==> config.mk <==
export PLATFORM = sky130hd
export DESIGN_NAME = pipe_interlock
export DESIGN_NICKNAME = d
export VERILOG_FILES = /design/src/rtl/pipe_interlock.sv
export SDC_FILE = /design/constraint.sdc
export NUM_CORES = 1
export LEC_CHECK = 0
export ABC_AREA = 0
export CAP_MARGIN = 20
export CORE_ASPECT_RATIO = 1.25
export CORE_MARGIN = 1.5
export CORE_UTILIZATION = 45
export DETAILED_ROUTE_END_ITERATION = 12
export HOLD_SLACK_MARGIN = 0.08
export PLACE_DENSITY = 0.84
export SYNTH_ARGS = -nofsm -noshare
export SYNTH_HDL_FRONTEND = slang
export SYNTH_SLANG_ARGS = --single-unit
==> constraint.sdc <==
create_clock -name clock -period 4.6 [get_ports clock]
set_input_delay 0.92 -clock clock [delete_from_list [all_inputs] [get_ports clock]]
set_output_delay 0.92 -clock clock [all_outputs]
set_load 0.03 [all_outputs]
==> src/rtl/pipe_interlock.sv <==
// ---------------------------------------------------------------------------
// pipe_interlock
//
// Load-use interlock and destination tracker for the 5-stage pipelined CPU.
// Sits beside the ID stage. It keeps a shadow copy of the destination
// information held by EXE, MEM and WB. From that copy it derives the PC/IF-ID
// write enable, the EXE bubble control, and the operand bypass selects for
// both ID read ports.
//
// Configuration macro:
//   PIPE_INTERLOCK_STATS_EN  - when defined, adds the saturating load-use
//                              stall counter and its stall_cnt output port.
//
// Parameters:
//   NREG_W   register-number width
//   CNT_W    stall counter width (only meaningful with the stats macro)
//
// Ports:
//   clock, reset        rising-edge clock, synchronous active-high reset
//   d_valid             ID holds a real (non-squashed) instruction
//   d_rs, d_rt          ID source register numbers
//   d_use_rs, d_use_rt  ID instruction actually reads rs / rt
//   d_wreg, d_m2reg     ID instruction writes the register file / is a load
//   d_rn                ID destination register number
//   flush               squash the ID instruction (taken branch/jump)
//   wpcir               PC and IF/ID write enable, 0 = hold
//   e_bubble            EXE receives a NOP this cycle
//   fwda, fwdb          bypass select for rs / rt:
//                       00 regfile, 01 exe_alu, 10 mem_alu, 11 mem_lw
//   ern, mrn, wrn       tracked EXE/MEM/WB destinations, 0 when stage invalid
//   ewreg, mwreg, wwreg tracked write enables gated by stage valid
//   stall_cnt           load-use stall count (stats build only)
// ---------------------------------------------------------------------------
module pipe_interlock #(
  parameter int NREG_W = 5,
  parameter int CNT_W  = 16
) (
  input  logic              clock,
  input  logic              reset,
  input  logic              d_valid,
  input  logic [NREG_W-1:0] d_rs,
  input  logic [NREG_W-1:0] d_rt,
  input  logic              d_use_rs,
  input  logic              d_use_rt,
  input  logic              d_wreg,
  input  logic              d_m2reg,
  input  logic [NREG_W-1:0] d_rn,
  input  logic              flush,
  output logic              wpcir,
  output logic              e_bubble,
  output logic [1:0]        fwda,
  output logic [1:0]        fwdb,
  output logic [NREG_W-1:0] ern,
  output logic [NREG_W-1:0] mrn,
  output logic [NREG_W-1:0] wrn,
  output logic              ewreg,
  output logic              mwreg,
`ifdef PIPE_INTERLOCK_STATS_EN
  output logic [CNT_W-1:0]  stall_cnt,
`endif
  output logic              wwreg
);

  // Shadow copy of one pipeline stage's destination information.
  typedef struct packed {
    logic              valid;
    logic              wreg;
    logic              m2reg;
    logic [NREG_W-1:0] rn;
  } stage_t;

  // Bypass select encoding shared by both read ports.
  typedef enum logic [1:0] {
    FWD_RF      = 2'b00,
    FWD_EXE_ALU = 2'b01,
    FWD_MEM_ALU = 2'b10,
    FWD_MEM_LW  = 2'b11
  } fwd_t;

  stage_t            e_q;
  stage_t            m_q;
  stage_t            d_stage;

  // WB only needs to report its destination; whether it was a load no
  // longer matters because the register file is write-first.
  logic              w_valid_q;
  logic              w_wreg_q;
  logic [NREG_W-1:0] w_rn_q;

  logic              e_live;
  logic              m_live;
  logic              rs_hit;
  logic              rt_hit;
  logic              lu;
  logic              bubble;
  fwd_t              sel_a;
  fwd_t              sel_b;

  // Picks the bypass source for one read port. A live load in EXE that
  // matches is left at the register file: the load-use stall covers it and
  // the value is picked up from mem_lw one cycle later. Register 0 never
  // matches because a stage writing r0 is never live.
  function automatic fwd_t fwd_sel(
    input logic              use_src,
    input logic [NREG_W-1:0] src,
    input stage_t            e,
    input logic              e_is_live,
    input stage_t            m,
    input logic              m_is_live
  );
    fwd_t sel;
    sel = FWD_RF;
    if (use_src) begin
      if (e_is_live && (e.rn == src)) begin
        sel = e.m2reg ? FWD_RF : FWD_EXE_ALU;
      end else if (m_is_live && (m.rn == src)) begin
        sel = m.m2reg ? FWD_MEM_LW : FWD_MEM_ALU;
      end
    end
    return sel;
  endfunction

  // Bundle the ID fields into the form that will enter EXE.
  always_comb begin
    d_stage       = '0;
    d_stage.valid = 1'b1;
    d_stage.wreg  = d_wreg;
    d_stage.m2reg = d_m2reg;
    d_stage.rn    = d_rn;
  end

  // A stage only matters for hazards and bypassing when it will really
  // write a non-zero register.
  always_comb begin
    e_live = e_q.valid & e_q.wreg & (e_q.rn != '0);
    m_live = m_q.valid & m_q.wreg & (m_q.rn != '0);
  end

  // Load-use detection. A flushed or empty ID slot never stalls, so flush
  // wins over a simultaneous hazard. Reset forces the idle outputs so the
  // control is well defined before the shadow stages have been cleared.
  always_comb begin
    rs_hit = d_use_rs & (e_q.rn == d_rs);
    rt_hit = d_use_rt & (e_q.rn == d_rt);
    lu     = ~reset & d_valid & ~flush & e_live & e_q.m2reg & (rs_hit | rt_hit);
    bubble = lu | flush | ~d_valid;
  end

  // Bypass selects for both ID read ports, forced to the register file in
  // reset.
  always_comb begin
    sel_a = FWD_RF;
    sel_b = FWD_RF;
    if (!reset) begin
      sel_a = fwd_sel(d_use_rs, d_rs, e_q, e_live, m_q, m_live);
      sel_b = fwd_sel(d_use_rt, d_rt, e_q, e_live, m_q, m_live);
    end
  end

  assign wpcir    = ~lu;
  assign e_bubble = reset | bubble;
  assign fwda     = sel_a;
  assign fwdb     = sel_b;

  // Shadow pipeline. EXE, MEM and WB always advance; a stalled or squashed
  // ID instruction is replaced by an invalid entry in EXE, while the
  // instruction itself stays in IF/ID through wpcir.
  always_ff @(posedge clock) begin
    if (reset) begin
      e_q       <= '0;
      m_q       <= '0;
      w_valid_q <= 1'b0;
      w_wreg_q  <= 1'b0;
      w_rn_q    <= '0;
    end else begin
      e_q       <= bubble ? '0 : d_stage;
      m_q       <= e_q;
      w_valid_q <= m_q.valid;
      w_wreg_q  <= m_q.wreg;
      w_rn_q    <= m_q.rn;
    end
  end

  // Reported destinations read as 0 and write enables as 0 whenever the
  // stage holds a bubble.
  always_comb begin
    ern   = e_q.valid ? e_q.rn : '0;
    mrn   = m_q.valid ? m_q.rn : '0;
    wrn   = w_valid_q ? w_rn_q : '0;
    ewreg = e_q.valid & e_q.wreg;
    mwreg = m_q.valid & m_q.wreg;
    wwreg = w_valid_q & w_wreg_q;
  end

`ifdef PIPE_INTERLOCK_STATS_EN
  localparam logic [CNT_W-1:0] CNT_ONE = {{(CNT_W-1){1'b0}}, 1'b1};

  logic [CNT_W-1:0] stall_cnt_q;

  // Counts every cycle spent holding IF/ID for a load-use hazard and
  // saturates instead of wrapping.
  always_ff @(posedge clock) begin
    if (reset) begin
      stall_cnt_q <= '0;
    end else if (lu && (stall_cnt_q != {CNT_W{1'b1}})) begin
      stall_cnt_q <= stall_cnt_q + CNT_ONE;
    end
  end

  assign stall_cnt = stall_cnt_q;
`endif

endmodule

==> metrics.md, run 1 <==
| Metric | Value |
|---|---|
| Kind of critical path | in -> out |
| Syn_area_per_cell | 8.68 µm² |
| Hold Path Depth | 1 |
| RSZ-0062 raised after global routing | no |
| Number of synthesized flops with an enable pin | 0 |
| Worst slew margin | between 70% and 80% |
| Tightest Pin Transition | 0.385 ns |
| Die Y | 58.6 µm |
| CP endpoint kind | output pin |
| Share of the synthesized area in the top cell type | 41.4% |
| Worst vdd ir | 0.166 mV |
| Setup TNS | 0 ns |
| Yosys cell types | 26 |
| FF+latch count, synth | 23 |
| Port buffer count | 46 |
| Synthesis Warnings | 0 |
| Fmax | between 0.2 and 0.25 GHz |
| IO Pins | 47 |
| Leak | 0.000640 µW |
| PD cells | 215 nW/µm² |
| First-pass GRT wire length | roughly 4.4 mm |
| Die area | 2780 µm² |
| Max Cap Viol | 0 |
| Initial Utilization | 49.2% |
| Post-synth top flop | dfxtp_1 |
| Worst path cell trace | clkdlybuf4s50_1 > xor2_1 > nor4_1 > nand4_1 > a21oi_1 > o2bb2ai_1 > clkdlybuf4s50_1 |
| Setup slack, reg-to-reg | ~3 ns |
| Commonest cells post-synth | 23 x dfxtp_1, 17 x and2_1, 16 x nor2b_1, 13 x nand2_1 |
| Slowest-stage cell, CP | clkdlybuf4s50_1 |
| Final setup viols | 0 |
| Hold buffers post-CTS | 0 |
| Total Routing Usage GR | ~22% |
| Row count | 19 |
| Layout Skew | 0.00109 ns |
| Die W | 47.4 µm |
| Share of cells above drive strength 1 | 4.52% |
| WP data arrival | 3.09 ns |
| Post-route minimum period | ~4.0 ns |
| TritonCTS Buffers | 3 |
| Reg area | around 460 µm² |
| Starting DRT DRC Count | 20 |
| RePlAce Congestion | 0.884 |
| CP peak stage delay | 0.70 ns |
| Worst Hold Class | reg -> reg |
| Resize count post-CTS | 0 |
| Postcts setup bufs | 0 |
| N_diodes | 0 |
| Detailed-route DRC error count | 0 |
| Final Slew Violations | 0 |
| DP HPWL | 2.23 mm |
| Final ANT Viol Nets | 0 |
| Dominant cells by area after synthesis | dfxtp_1 41%, and2_1 9.6%, xnor2_1 9.5% |
| CTS Root Cell | clkbuf_4 |
| Gr ovfl total | 0 |
| Placement Cell Area | roughly 1600 µm² |
| Drt via density | a little under 5 |
| Total wire length | 2.68 mm |
| Post-Layout Cell Count | about 210 |
| Reg2reg path depth | 5 |
| Crit-path max FO | 2 |
| Most used cell, CP | clkdlybuf4s50_1 |
| Multi-input logic area | 624 µm² |
| CTS tree | done |
| Post-layout nets | 201 |
| Reg2reg end | e_q[0] |
| WL/cell | 12.9 µm |
| Largest net degree at the start of global routing | 17 |
| H-tree depth | 1 |
| Final hold violation count | 0 |
| Cell taking the most area after synthesis | dfxtp_1 |
| Placed Instances | 204 |
| Crit path required time | about 3.7 ns |
| Post-layout power | 351 µW |
| Final instance area | 1630 µm² |
| Post-synthesis sequential area ratio | 41.4% |
| Clock Latency Late Sink | 0.31 ns |
| Outcome | finished clean |
| Async set or reset register ratio after synthesis | 0% |
| Initial antenna violation count | 0 |
| Most frequent cell after synthesis | dfxtp_1 |
| Critical Path Source Type | input port |
| CTS sink cnt | 23 |
| Synthesized instance count | about 130 |
| Synthesized Nets | ~150 |
| HP Start | m_q[6] |
| Area grow syn2layout | 47.0% |
| FILL cells | between 150 and 200 |
| Reg2Reg Launch Point | e_q[1] |
| Vias in the first global route | 1034 |
| Fin crit share | 87.2% |
| Mapped Area | 1110 µm² |
| Util after Layout | 72.3% |
| CTS Buffer Depth | 2 |
| DR vias | 1009 |
| CTS clock-pin slew for the worst setup and hold paths | between 0.1 and 0.15 ns |
| Core box area | ~2300 µm² |
| Drt pass-1 iters | 4 |
| WHS Endpoint | w_wreg_q |
-- worst max-delay path by stage --
stage	from	to	slack, ns	depth (start not counted)
after floorplan	reset	fwda[0]	1.24	5
after global placement	d_rs[4]	fwda[0]	0.64	7
after detailed placement	d_rs[4]	fwda[0]	0.59	7
after CTS	d_rs[4]	fwda[0]	0.58	7
after global routing	d_rt[0]	e_bubble	0.48	7
final	d_rs[4]	fwda[0]	0.59	7
-- worst max-delay path, delay by kind of cell --
| family | cells | cell delay, ns |
|---|---|---|
| buffers and inverters | 2 | 1.16 |
| XOR/XNOR | 1 | 0.18 |
| AND/OR/NAND/NOR | 2 | 0.52 |
| AO/OA/AOI/OAI | 2 | 0.32 |
-- cells by family (layout without fill, tap and decap cells) --
family,after synthesis,after routing,share of synthesized area [%]
AO/OA/AOI/OAI,5,5,3.38
XOR/XNOR,20,20,15.8
buffers and inverters,5,54,2.37
flip-flops,23,23,41.4
AND/OR/NAND/NOR,75,75,37.1
-- cell type report --
class | instances | area share (%)
clock buffers | 4 | 1.61
well taps | 31 | 2.38
inverters | 2 | 0.460
flip-flops and latches | 23 | 28.2
multi-input cells | 100 | 38.2
repair buffers | 48 | 29.1
-- state kept, by name, summed over array words and instances (netlist names) --
| register | flops |
|---|---|
| m_q | 8 |
| w_wreg_q | 1 |
| w_valid_q | 1 |
| w_rn_q | 5 |
| e_q | 8 |
-- layout by cell type, fill, tap and decap left out, types with 3 or more instances in the layout --
cell	netlist	routed
clkdlybuf4s50_1	0	46
dfxtp_1	23	23
and2_1	17	17
nor2b_1	16	16
nand2_1	13	13
xnor2_1	12	12
nor2_1	12	12
xor2_1	8	8
nand3_1	4	4
clkbuf_4	0	3
-- layer usage --
metal / track usage (%) / vias up / part of all wire, %
met5: 0 / - / 0
li1: - / 511 / -
met2: 42.1 / 43 / 55
met3: 4.29 / 4 / 6.2
met1: 23.1 / 451 / 38
met4: 7.14 / 0 / 0.93
-- power breakdown --
group / internal (µW) / leakage, µW / total (µW) / switching, µW
combinational: 30.1 / 0.000439 / 50.1 / 19.9
sequential: 203 / 0.000187 / 208 / 4.58
clock: 33.8 / 0.0000150 / 93.1 / 59.3
total: 267 / 0.000640 / 351 / 83.8
-- stage by stage --
step	hold slack (ns)	setup slack [ns]
6_report	0.472	0.587
5_1_grt	0.496	0.475
4_1_cts	0.473	0.579
3_5_place_dp	0.454	0.587
3_3_place_gp	0.446	0.644
2_1_floorplan	0.430	1.24
(Power assumes the default switching activity.)
==> run 2, diff against run 1 <==
--- a/config.mk
+++ b/config.mk
@@ -8,11 +8,10 @@
 export ABC_AREA = 0
 export CAP_MARGIN = 20
 export CORE_ASPECT_RATIO = 1.25
-export CORE_MARGIN = 1.5
-export CORE_UTILIZATION = 45
+export CORE_UTILIZATION = 41
 export DETAILED_ROUTE_END_ITERATION = 12
 export HOLD_SLACK_MARGIN = 0.08
-export PLACE_DENSITY = 0.84
+export PLACE_DENSITY = 0.78
 export SYNTH_ARGS = -nofsm -noshare
 export SYNTH_HDL_FRONTEND = slang
 export SYNTH_SLANG_ARGS = --single-unit
==> constraint.sdc (replaced) <==
create_clock -name clock -period 4.55 [get_ports clock]
set_input_delay 0.91 -clock clock [delete_from_list [all_inputs] [get_ports clock]]
set_output_delay 0.91 -clock clock [all_outputs]
set_load 0.03 [all_outputs]
==> metrics.md, run 2 (synthesis gave the netlist of run 1 again) <==
| Metric | Value |
|---|---|
| Post-route minimum period | 4.04 ns |
| CP startpoint | reset |
| IO Pins | 47 (unchanged) |
| CP Buf/Inv Count | 2 (unchanged) |
| DR vias | 1017 (+0.79%) |
| Layout Skew | 0.00400 ns (+0.00291 ns) |
| Fin crit share | approximately nine tenths |
| CTS Buffer Depth | 2 (unchanged) |
| RePlAce Congestion | 0.930 (+5.2%) |
| Die Y | 60.2 µm (+2.8%) |
| Kind of critical path | in -> out |
| Switch Pwr | 86.6 µW (+3.3%) |
| Clock Latency Late Sink | 0.31 ns (about the same) |
| Multi-input logic area | 624 µm² (unchanged) |
| Critical Path Source Type | input port |
| CTS Root Cell | clkbuf_4 |
| Crit path required time | 3.64 ns (-0.04 ns) |
| Reg power frac | 59.0% (-0.2 points) |
| CTS tree | done |
| DP HPWL | 2.12 mm (-5.1%) |
| Logic pwr share | 14.2% (about the same) |
| Row count | 20 (+1) |
| Int Power | 269 µW (+0.82%) |
| Most used cell, CP | clkdlybuf4s50_1 |
| FILL cells | 222 (+25%) |
| Crit-path max FO | 6 (+4) |
| Port buffer count | 46 (unchanged) |
| Worst path cell trace | clkdlybuf4s50_1 > a211oi_1 > nand4_1 > a21oi_1 > o2bb2ai_1 > clkdlybuf4s50_1 |
| Hold buffers post-CTS | 0 (unchanged) |
| First-pass GRT wire length | 4.28 mm (-3.6%) |
| Worst vdd ir | 0.172 mV (+3.8%) |
| Most common cell after layout, fill and taps aside | clkdlybuf4s50_1 |
| Post-layout nets | 201 (unchanged) |
| WP data arrival | 3.13 ns (+0.04 ns) |
| CTS sink cnt | 23 (unchanged) |
| Final setup viols | 0 (unchanged) |
| Largest registers | e_q x8, m_q x8, w_rn_q x5 |
| Initial antenna violation count | 0 (unchanged) |
| Placed Instances | 206 (+0.98%) |
| TritonCTS Buffers | 3 (unchanged) |
| Core box area | 2500 µm² (+11%) |
| Gr ovfl total | 0 (unchanged) |
| Final hold violation count | 0 (unchanged) |
| Total Routing Usage GR | 19.1% (-3.2 points) |
| Outcome | finished clean |
| Die W | 48.6 µm (+2.4%) |
| Most frequent cells in the layout | 46 x clkdlybuf4s50_1, 23 x dfxtp_1, 17 x and2_1 |
| CTS clock-pin slew for the worst setup and hold paths | 0.13 ns (about the same) |
| Postcts setup bufs | 0 (unchanged) |
| Reg2Reg Launch Point | e_q[2] |
| Drt via density | 4.84 (-0.17%) |
| RSZ-0062 raised after global routing | no |
| Worst slew margin | 71.5% (-2.6 points) |
| Initial Utilization | 44.4% (-4.8 points) |
| Drt pass-1 iters | 4 (unchanged) |
| Post-Layout Cell Count | 210 (+0.96%) |
| CP endpoint kind | output pin |
| HP Start | e_q[6] |
| CP peak stage delay | 0.69 ns (about the same) |
| Die area | 2920 µm² (+5.2%) |
| H-tree depth | 1 (unchanged) |
| PD cells | 217 nW/µm² (+1.0%) |
| Resize count post-CTS | 0 (unchanged) |
| Reg area | 460 µm² (unchanged) |
| Clock network power share | 26.7% (+0.2 points) |
| Leak | 0.000639 µW (-0.16%) |
| Share of cells above drive strength 1 | 5.08% (+0.56 points) |
| Final Slew Violations | 0 (unchanged) |
| Largest delay contributor family on the critical path | buffers and inverters |
| Worst Hold Class | reg -> reg |
| Detailed-route DRC error count | 0 (unchanged) |
| Largest net degree at the start of global routing | 15 (-2) |
| Total wire length | 2.60 mm (-3.1%) |
| Tightest Pin Transition | 0.425 ns (+0.0391 ns) |
| Slowest-stage cell, CP | clkdlybuf4s50_1 |
| Fmax | 0.247 GHz |
| Setup slack, reg-to-reg | 2.93 ns (-0.04 ns) |
| Max Cap Viol | 0 (unchanged) |
| WL/cell | 12.4 µm (-4.0%) |
| Final ANT Viol Nets | 0 (unchanged) |
| Sw Share | 24.3% (+0.44 points) |
| Setup TNS | 0 ns (unchanged) |
| Area grow syn2layout | 47.5% |
| N_diodes | 0 (unchanged) |
| Vias in the first global route | 986 (-4.6%) |
| Starting DRT DRC Count | 18 (-10%) |
==> run 2: cell types whose count changed in the layout (fill, tap and decap cells not counted), sizes merged <==
cell      delta
clkbuf       -1
clkinvlp     +1
==> run 2: worst paths after layout <==
kind | endpoint | depth (start not counted)
worst max-delay path | fwda[0] | 6
worst max register to register | e_q[3] | 5
worst min-delay path | m_q[6] | 1
worst min register to register | m_q[6] | 1
==> run 2: power by group through the flow <==
| stage | logic [µW] | clock network (µW) | registers, µW |
|---|---|---|---|
| floorplan | 22.3 | 0 | 213 |
| global placement | 49.0 | 0 | 214 |
| detailed placement | 50.3 | 0 | 215 |
| CTS | 50.6 | 97.5 | 210 |
| global route | 54.6 | 107 | 211 |
| finish | 50.7 | 95.1 | 210 |
==> run 2: layout make-up <==
type	count	area share (%)
Clock inverter	1	0.458
Clock buffer	3	1.37
Multi-Input combinational cell	100	38.1
Sequential cell	23	28.1
Timing Repair Buffer	48	29.0
Inverter	2	0.458
Tap cell	33	2.52
==> run 2: worst register-to-register path, delay by kind of cell, from the launching register on <==
kind | cells | cell delay [ns]
flip-flops | 1 | 0.39
AND/OR/NAND/NOR | 4 | 0.90
AO/OA/AOI/OAI | 1 | 0.26
==> run 2: metrics by stage <==
| stage | setup slack (ns) | hold WS [ns] | util (%) | area [µm²] | total power, µW |
|---|---|---|---|---|---|
| floorplan | 1.21 | 0.430 | - | 1110 | 235 |
| global placement | 0.561 | 0.445 | 64.3 | 1610 | 263 |
| detailed placement | 0.528 | 0.443 | 64.3 | 1610 | 265 |
| CTS | 0.513 | 0.468 | 65.5 | 1640 | 358 |
| global route | 0.400 | 0.487 | 65.5 | 1640 | 372 |
| finish | 0.506 | 0.469 | 65.5 | 1640 | 356 |
==> run 2: routing by layer <==
metal / GRT usage (%) / wire length (µm) / vias up
met3: 4.33 / 177 / 5
met2: 36.2 / 1330 / 48
li1: - / - / 507
met4: 8.82 / 43 / 0
met5: 0 / 0 / -
met1: 20.4 / 1050 / 457
==> run 3, diff against run 2 <==
--- a/config.mk
+++ b/config.mk
@@ -8,10 +8,11 @@
 export ABC_AREA = 0
 export CAP_MARGIN = 20
 export CORE_ASPECT_RATIO = 1.25
-export CORE_UTILIZATION = 41
+export CORE_UTILIZATION = 40
 export DETAILED_ROUTE_END_ITERATION = 12
-export HOLD_SLACK_MARGIN = 0.08
-export PLACE_DENSITY = 0.78
+export HOLD_SLACK_MARGIN = 0.03
+export PLACE_DENSITY = 0.76
 export SYNTH_ARGS = -nofsm -noshare
 export SYNTH_HDL_FRONTEND = slang
 export SYNTH_SLANG_ARGS = --single-unit
+export TNS_END_PERCENT = 1
==> metrics.md, run 3 (synthesis gave the netlist of run 1 again) <==
| Metric | Value |
|---|---|
| Setup TNS | 0 ns (unchanged) |
| Vias in the first global route | 1007 (+2.1%) |
| Crit path required time | 3.64 ns (about the same) |
| Drt pass-1 iters | 4 (unchanged) |
| RePlAce Congestion | 0.904 (-2.8%) |
| Total wire length | 2.85 mm (+9.5%) |
| Post-route minimum period | 4.04 ns (-0.00154 ns) |
| CTS tree | done |
| Reg2Reg Launch Point | e_q[2] |
| Most frequent cells in the layout | 46 x clkdlybuf4s50_1, 23 x dfxtp_1, 17 x and2_1 |
| Die Y | 60.9 µm (+1.2%) |
| PD cells | 218 nW/µm² (+0.52%) |
| Die W | 49.1 µm (+1.2%) |
| CTS sink cnt | 23 (unchanged) |
| Max Cap Viol | 0 (unchanged) |
| Critical Path Source Type | input port |
| Most used cell, CP | clkdlybuf4s50_1 |
| Crit-path max FO | 10 (+4) |
| Most common cell after layout, fill and taps aside | clkdlybuf4s50_1 |
| Switch Pwr | 88.6 µW (+2.4%) |
| CP endpoint kind | output pin |
| Fin crit share | 88.9% (about the same) |
| Drt via density | 4.92 (+1.6%) |
| Tightest Pin Transition | 0.391 ns (-0.0339 ns) |
| Sw Share | 24.8% (+0.43 points) |
| Final Slew Violations | 0 (unchanged) |
| Resize count post-CTS | 0 (unchanged) |
| Post-Layout Cell Count | 211 (+0.48%) |
| Fmax | 0.247 GHz (about the same) |
| Total Routing Usage GR | 21.1% (+1.9 points) |
| Die area | 2990 µm² (+2.4%) |
| Leak | 0.000639 µW (unchanged) |
| Port buffer count | 46 (unchanged) |
| Setup slack, reg-to-reg | 2.86 ns (-0.07 ns) |
| CP startpoint | d_rt[1] |
| TritonCTS Buffers | 3 (unchanged) |
| HP Start | e_q[6] |
| Share of cells above drive strength 1 | 5.08% (unchanged) |
| Largest registers | e_q x8, m_q x8, w_rn_q x5 |
| Worst path cell trace | clkdlybuf4s50_1 > xnor2_1 > nand4_1 > nor2_1 > o2111a_1 > nand2b_1 > clkdlybuf4s50_1 |
| First-pass GRT wire length | 4.61 mm (+7.7%) |
| FILL cells | 233 (+5.0%) |
| Kind of critical path | in -> out |
| Gr ovfl total | 0 (unchanged) |
| Area grow syn2layout | 47.6% (about the same) |
| Final ANT Viol Nets | 0 (unchanged) |
| DR vias | 1038 (+2.1%) |
| Row count | 21 (+5.0%) |
| Final hold violation count | 0 (unchanged) |
| Slowest-stage cell, CP | clkdlybuf4s50_1 |
| Reg2reg end | e_q[3] |
| Worst vdd ir | 0.172 mV (-0.16%) |
| Detailed-route DRC error count | 0 (unchanged) |
| Clock Latency Late Sink | 0.31 ns (about the same) |
| Initial antenna violation count | 0 (unchanged) |
| H-tree depth | 1 (unchanged) |
| Util after Layout | 61.8% (-3.7 points) |
| Reg power frac | 58.8% (-0.2 points) |
| Largest net degree at the start of global routing | 17 (+2) |
| CTS Buffer Depth | 2 (unchanged) |
| Crit path to | e_bubble |
| Layout Skew | 0.00248 ns (-0.00152 ns) |
| IO Pins | 47 (unchanged) |
| Initial Utilization | 41.9% (-2.5 points) |
| CTS clock-pin slew for the worst setup and hold paths | 0.13 ns (about the same) |
| Post-layout nets | 201 (unchanged) |
| Placed Instances | 207 (+0.49%) |
| RSZ-0062 raised after global routing | no |
| Core box area | 2650 µm² (+6.1%) |
| Postcts setup bufs | 0 (unchanged) |
| Worst Hold Class | reg -> reg |
| Final setup viols | 0 (unchanged) |
| WL/cell | 13.5 µm (+9.0%) |
| Clock network power share | 27.0% (+0.3 points) |
| Outcome | finished clean |
| Hold buffers post-CTS | 0 (unchanged) |
| Starting DRT DRC Count | 15 (-3) |
| DP HPWL | 2.21 mm (+4.5%) |
| WP data arrival | 3.13 ns (about the same) |
| Int Power | 269 µW (about the same) |
| N_diodes | 0 (unchanged) |
| Logic pwr share | 14.2% (about the same) |
| Reg2reg path depth | 5 (unchanged) |
| Worst slew margin | 73.8% (+2.3 points) |
| CP peak stage delay | 0.66 ns (-0.03 ns) |
| CTS Root Cell | clkbuf_4 |
[run 3: cell counts in the layout (fill, tap and decap cells not counted)]
Identical to the previous run, type by type.
[run 3: worst max-delay path, delay by kind of cell]
family / cells / cell delay, ns
buf+inv: 2 / 1.17
compound gates: 1 / 0.42
simple gates: 3 / 0.47
xor+xnor: 1 / 0.16
[run 3: metrics by stage]
step                total power, µW  hold WS [ns]  cell area [µm²]  setup WS [ns]
floorplan                       235         0.430             1110           1.21
global placement                263         0.440             1610          0.603
detailed placement              265         0.440             1610          0.515
CTS                             361         0.466             1640          0.496
global route                    378         0.493             1640          0.412
finish                          358         0.465             1640          0.507
[run 3: cell type report]
class | instances | area (µm²) | share of cell area [%]
Clock buffer | 3 | 22.5 | 1.37
Clock inverter | 1 | 7.51 | 0.458
Inverter | 2 | 7.51 | 0.458
Multi-Input combinational cell | 100 | 624 | 38.1
Sequential cell | 23 | 460 | 28.1
Tap cell | 34 | 42.5 | 2.59
Timing Repair Buffer | 48 | 475 | 29.0
[run 3: power by group through the flow]
stage / Clock (µW) / Sequential (µW) / Combinational (µW)
after CTS: 99.4 / 211 / 50.6
after floorplan: 0 / 213 / 22.3
final: 96.8 / 210 / 50.7
after detailed placement: 0 / 215 / 50.1
after global routing: 111 / 211 / 55.1
after global placement: 0 / 215 / 48.3
[run 3: worst min path at each step]
stage / to / slack (ns) / depth (start not counted)
2_1_floorplan: m_q[6] / 0.43 / 1
3_3_place_gp: m_q[6] / 0.44 / 1
3_5_place_dp: m_q[6] / 0.44 / 1
4_1_cts: m_q[6] / 0.47 / 1
5_1_grt: m_q[6] / 0.49 / 1
6_report: m_q[6] / 0.46 / 1
[run 3: layer usage]
layer / track usage, % / vias to the layer above / wire length, µm
li1: - / 508 / -
met1: 23.3 / 479 / 1120
met2: 38.9 / 45 / 1490
met3: 4.51 / 6 / 196
met4: 9.66 / 0 / 40
met5: 0 / - / 0
